<file path="src/rtl/if_pc_gen.sv">
// Instruction-fetch PC generator: issues one fetch at a time, presents the returned
// instruction to ID, predicts the next PC from the IF mini-decoder, and follows EX redirects.
`ifndef XLEN
`define XLEN 32
`endif
`ifndef INSTR_WIDTH
`define INSTR_WIDTH 32
`endif

module if_pc_gen #(
  parameter logic [`XLEN-1:0] RESET_PC = 32'h8000_0000
) (
  input  logic                    clk,
  input  logic                    rst_n,
  // fetch request / response
  output logic                    ifu_req_valid_o,
  input  logic                    ifu_req_ready_i,
  output logic [`XLEN-1:0]        ifu_req_addr_o,
  input  logic                    ifu_rsp_valid_i,
  input  logic [`INSTR_WIDTH-1:0] ifu_rsp_instr_i,
  // IF mini-decoder
  output logic [`INSTR_WIDTH-1:0] mini_instr_o,
  input  logic                    mini_dec_jal_i,
  input  logic                    mini_dec_jalr_i,
  input  logic                    mini_dec_branch_i,
  input  logic [4:0]              mini_dec_rs1_idx_i,
  input  logic [`XLEN-1:0]        mini_dec_imm_i,
  // IF -> ID
  output logic                    if_valid_o,
  input  logic                    if_ready_i,
  output logic [`XLEN-1:0]        if_pc_o,
  output logic [`INSTR_WIDTH-1:0] if_instr_o,
  output logic                    if_pred_taken_o,
  // EX redirect
  input  logic                    ex_flush_i,
  input  logic [`XLEN-1:0]        ex_flush_pc_i
);

  typedef enum logic [1:0] {
    S_REQ,
    S_RSP,
    S_HOLD,
    S_JWAIT
  } state_e;

  state_e                  state_q, state_d;
  logic [`XLEN-1:0]        pc_q, pc_d;
  logic                    drop_q, drop_d;
  logic [`INSTR_WIDTH-1:0] hold_instr_q, hold_instr_d;

  logic [`XLEN-1:0]        next_pc;
  logic                    pred_taken;
  logic                    jalr_wait;
  logic                    rsp_fire;
  logic                    present;

  // Static prediction from the mini-decoder flags of the instruction on mini_instr_o
  always_comb begin
    next_pc    = pc_q + `XLEN'(4);
    pred_taken = 1'b0;
    jalr_wait  = 1'b0;
    if (mini_dec_jal_i) begin
      next_pc    = pc_q + mini_dec_imm_i;
      pred_taken = 1'b1;
    end else if (mini_dec_branch_i && mini_dec_imm_i[`XLEN-1]) begin
      next_pc    = pc_q + mini_dec_imm_i;
      pred_taken = 1'b1;
    end else if (mini_dec_jalr_i) begin
      if (mini_dec_rs1_idx_i == 5'd0) begin
        next_pc    = mini_dec_imm_i & ~`XLEN'(1);
        pred_taken = 1'b1;
      end else begin
        jalr_wait  = 1'b1;
      end
    end
  end

  assign rsp_fire = (state_q == S_RSP) && ifu_rsp_valid_i;
  assign present  = (rsp_fire && !drop_q) || (state_q == S_HOLD);

  assign mini_instr_o    = (state_q == S_HOLD) ? hold_instr_q : ifu_rsp_instr_i;
  assign ifu_req_valid_o = rst_n && (state_q == S_REQ);
  assign ifu_req_addr_o  = pc_q;
  assign if_valid_o      = rst_n && present && !ex_flush_i;
  assign if_pc_o         = pc_q;
  assign if_instr_o      = mini_instr_o;
  assign if_pred_taken_o = if_valid_o && pred_taken;

  always_comb begin
    state_d      = state_q;
    pc_d         = pc_q;
    drop_d       = drop_q;
    hold_instr_d = hold_instr_q;

    if (ex_flush_i) begin
      // A request already handed to memory (or handed over this cycle) still owes a
      // response; stay in RSP with the drop flag so that response is swallowed.
      pc_d = ex_flush_pc_i;
      unique case (state_q)
        S_REQ: begin
          if (ifu_req_ready_i) begin
            state_d = S_RSP;
            drop_d  = 1'b1;
          end
        end
        S_RSP: begin
          if (ifu_rsp_valid_i) begin
            state_d = S_REQ;
            drop_d  = 1'b0;
          end else begin
            drop_d  = 1'b1;
          end
        end
        default: begin
          state_d = S_REQ;
        end
      endcase
    end else begin
      unique case (state_q)
        S_REQ: begin
          if (ifu_req_ready_i) state_d = S_RSP;
        end
        S_RSP: begin
          if (ifu_rsp_valid_i) begin
            if (drop_q) begin
              state_d = S_REQ;
              drop_d  = 1'b0;
            end else if (!if_ready_i) begin
              state_d      = S_HOLD;
              hold_instr_d = ifu_rsp_instr_i;
            end
          end
        end
        S_HOLD: ;
        S_JWAIT: ;
        default: state_d = S_REQ;
      endcase

      if (present && if_ready_i) begin
        if (jalr_wait) begin
          state_d = S_JWAIT;
        end else begin
          state_d = S_REQ;
          pc_d    = next_pc;
        end
      end
    end
  end

  always_ff @(posedge clk or negedge rst_n) begin
    if (!rst_n) begin
      state_q      <= S_REQ;
      pc_q         <= RESET_PC;
      drop_q       <= 1'b0;
      hold_instr_q <= '0;
    end else begin
      state_q      <= state_d;
      pc_q         <= pc_d;
      drop_q       <= drop_d;
      hold_instr_q <= hold_instr_d;
    end
  end

endmodule

</file>
<file path="config.mk">
export PLATFORM = sky130hd
export DESIGN_NAME = if_pc_gen
export DESIGN_NICKNAME = d
export VERILOG_FILES = /design/src/rtl/if_pc_gen.sv
export SDC_FILE = /design/constraint.sdc
export NUM_CORES = 1
export LEC_CHECK = 0
export ABC_CLOCK_PERIOD_IN_PS = 6490
export CORE_UTILIZATION = 50
export DETAILED_ROUTE_END_ITERATION = 16
export GPL_ROUTABILITY_DRIVEN = 0
export PLACE_DENSITY = 0.87
export SYNTH_ARGS = -nofsm -noshare
export SYNTH_HDL_FRONTEND = slang
export SYNTH_SLANG_ARGS = --single-unit
</file>
<file path="constraint.sdc">
create_clock -name clk -period 6.49 [get_ports clk]
set_input_delay 0.649 -clock clk [delete_from_list [all_inputs] [get_ports clk]]
set_output_delay 0.649 -clock clk [all_outputs]
set_load 0.03 [all_outputs]
</file>
==> flow_summary_export.csv <==
group,metric,value,unit
status,status,"finished, final reports clean",
clock_network,cts.sink_count,67,
detailed_routing,routed_via_density,6.19,
placed_design,hpwlAfterDp,17400,µm
timing,period_share,61.7,%
synthesis,synth_edf_count,0,
floorplan,die_area,14100,µm²
timing,clock_skew,7.35,ps
timing,holdWs,306,ps
timing,min_period,4010,ps
pwr,ir_drop,0.135,mV
grt,grt_pass1_wl,36400,µm
timing,rsz0062_at_grt,"false",
grt,antenna_found_initial,0,
worst_setup_path,crit_arrival,3360,ps
synthesis,yosys_warnings,0,
synthesis,syn_area_per_cell,7.70,µm²
clock_network,max-clock-path-buffers,2,
worst_setup_path,cp-start-kind,"primary input",
final_layout,fin_area,9160,µm²
final_layout,final_cell_mix,"clkdlybuf4s50_1, nand2_1, dfrtp_1, a21oi_1, nor2_1",
clock_network,htreeDepth,3,
timing,worst_slew_pin_slew,1120,ps
worst_setup_path,crit_type,"in -> out",
detailed_routing,drcViolationCount,0,
floorplan,initial_core_util,51.4,%
min_path,min-delay-path-class,"in -> async",
synthesis,yosys_register_bits,67,
final_layout,final_common_cell,"clkdlybuf4s50_1",
pwr,power,2.74,mW
synthesis,yosysSeqAreaShare,24.6,%
timing,setup_tns,0,ps
worst_setup_path,reg2reg_depth,9,
clock_network,hold_buffers,0,
final_layout,syn_to_final_growth,34.1,%
detailed_routing,wire_per_inst,19.1,µm
grt,grtUsageTotal,32.6,%
timing,fmax,0.250,GHz
pwr,pwr_density_cell,299,nW/µm²
placed_design,pre_cts_ws,2420,ps
worst_setup_path,cpLargestDelayFamily,"buffers and inverters",
worst_setup_path,crit_buf_inv,3,
clock_network,cts_resized,0,
final_layout,fin_cells,1217,
floorplan,core-area,13300,µm²
grt,grt_pass1_vias,6867,
synthesis,postSynthCellCount,888,
final_layout,final_core_util,68.9,%
clock_network,numCtsBuffers,9,
placed_design,place_inst,1201,
worst_setup_path,worstPathCellList,"clkdlybuf4s50_1 > nor4_1 > nand3_1 > buf_4 > nand2_1 > and2_1 > clkdlybuf4s50_1",
clock_network,cts_tree,"built",
synthesis,synth-async-reset-ratio,100,%
worst_setup_path,critPathCaptureType,"output pin",
detailed_routing,wirelength,23200,µm
clock_network,clk_pin_slew_worst_paths,60,ps
worst_setup_path,worstPathRequired,5840,ps
detailed_routing,num_vias,7535,
synthesis,synth_nets,1031,
detailed_routing,drt-pass1-iter-count,6,
timing,hold_viol,0,
worst_setup_path,worstPathMaxFanout,24,
floorplan,rows,42,
worst_setup_path,crit_path_top_delay_cell,"nor4_1",
detailed_routing,ant_nets,0,
synthesis,synth_cell_types,75,
grt,grt_max_degree,59,
run,drv_cap,0,
synthesis,synthFlopType,"dfrtp_1",
detailed_routing,drt_iter0_drc,818,
pwr,p_leak,3.75,nW
timing,slew_viol_final,0,
floorplan,dieWidth,119,µm
final_layout,diodes,0,
clock_network,post_cts_buffers,0,
clock_network,ctsRootBufferMaster,"clkbuf_16",
floorplan,ioPinCount,241,
final_layout,fillers,1110,
floorplan,die_h,119,µm
final_layout,drive_gt1_share,6.44,%
grt,gr-total-overflow,0,
timing,layout_setup_ws,2480,ps
timing,setup_violations,0,
final_layout,final_nets,1179,
synthesis,synth_area,6830,µm²
clock_network,clock_latency,350,ps
placed_design,numPortBuffers,240,
timing,slew_headroom,25.2,%
placed_design,dpl_cell_area,8840,µm²
worst_setup_path,worst-path-stages,7,
worst_setup_path,cpMostUsedCell,"clkdlybuf4s50_1",
worst_setup_path,crit_path_max_incr_delay,690,ps
final timing paths:
kind                                                   start  slack (ps)                            to
worst max register to register        if_pc_o[0]$_DFFE_PN0P_        3380       if_pc_o[26]$_DFFE_PN0P_
min in group clk                hold_instr_q[25]$_DFFE_PN0P_         490  hold_instr_q[25]$_DFFE_PN0P_
worst min-delay path                                   rst_n         310  hold_instr_q[31]$_DFFE_PN0P_
max in group asynchronous                              rst_n        5130  hold_instr_q[12]$_DFFE_PN0P_
worst min register to register  hold_instr_q[25]$_DFFE_PN0P_         490  hold_instr_q[25]$_DFFE_PN0P_
worst max-delay path                   mini_dec_rs1_idx_i[0]        2480               if_pred_taken_o
flip-flops by register name (all words and copies together) (netlist names):
name,flops
state_q,2
drop_q,1
hold_instr_q,32
if_pc_o,32
cells in the mapped netlist (10+ instances only):
| library cell | instances | area [µm²] |
|---|---|---|
| a21oi_1 | 60 | 300 |
| dfrtp_1 | 66 | 1650 |
| mux2_1 | 14 | 158 |
| nand2_1 | 171 | 642 |
| buf_4 | 64 | 480 |
| and3_1 | 12 | 75.1 |
| inv_1 | 12 | 45.0 |
| buf_2 | 10 | 50.1 |
| a22oi_1 | 11 | 82.6 |
| a211oi_1 | 24 | 180 |
| xnor2_1 | 26 | 228 |
| nor2_1 | 57 | 214 |
| nor3_1 | 10 | 50.1 |
| o21ai_0 | 51 | 255 |
| mux2_2 | 20 | 225 |
| ha_1 | 32 | 400 |
| nand3_1 | 22 | 110 |
| nand4_1 | 16 | 100 |
| clkbuf_1 | 34 | 128 |
| xor2_1 | 20 | 175 |
| o21ai_1 | 10 | 50.1 |
report_power, final:
part           leakage [nW]  switching (mW)  total, mW  internal (mW)
Combinational          2.77           0.858       1.49          0.637
Clock                 0.153           0.201      0.538          0.337
Sequential            0.825           0.155      0.708          0.553
area by class of cell:
class,instances,area (µm²),area share (%)
Clock buffer,10,229,2.50
Multi-Input combinational cell,697,4440,48.5
Timing Repair Buffer,249,2460,26.8
Clock inverter,6,90.1,0.983
Sequential cell,67,1680,18.3
Inverter,12,45.0,0.492
Tap cell,176,220,2.40
per-layer routing:
layer / global-route usage (%) / vias up / wire length (µm)
li1: - / 3457 / -
met5: 0 / - / 0
met1: 42.3 / 3525 / 9160
met3: 5.46 / 64 / 2390
met2: 53.5 / 489 / 10900
met4: 13.7 / 0 / 756
cells by family after synthesis:
kind of cell	after synthesis	share of synthesized area [%]
AND/OR/NAND/NOR	333	22.4
AO/OA/AOI/OAI	246	24.1
buffers and inverters	124	10.5
flip-flops	67	24.6
XOR/XNOR	46	5.90
multiplexers	39	6.33
adder cells (fa/ha/maj)	33	6.15
Note: power is estimated with default switching activity, not from simulation.
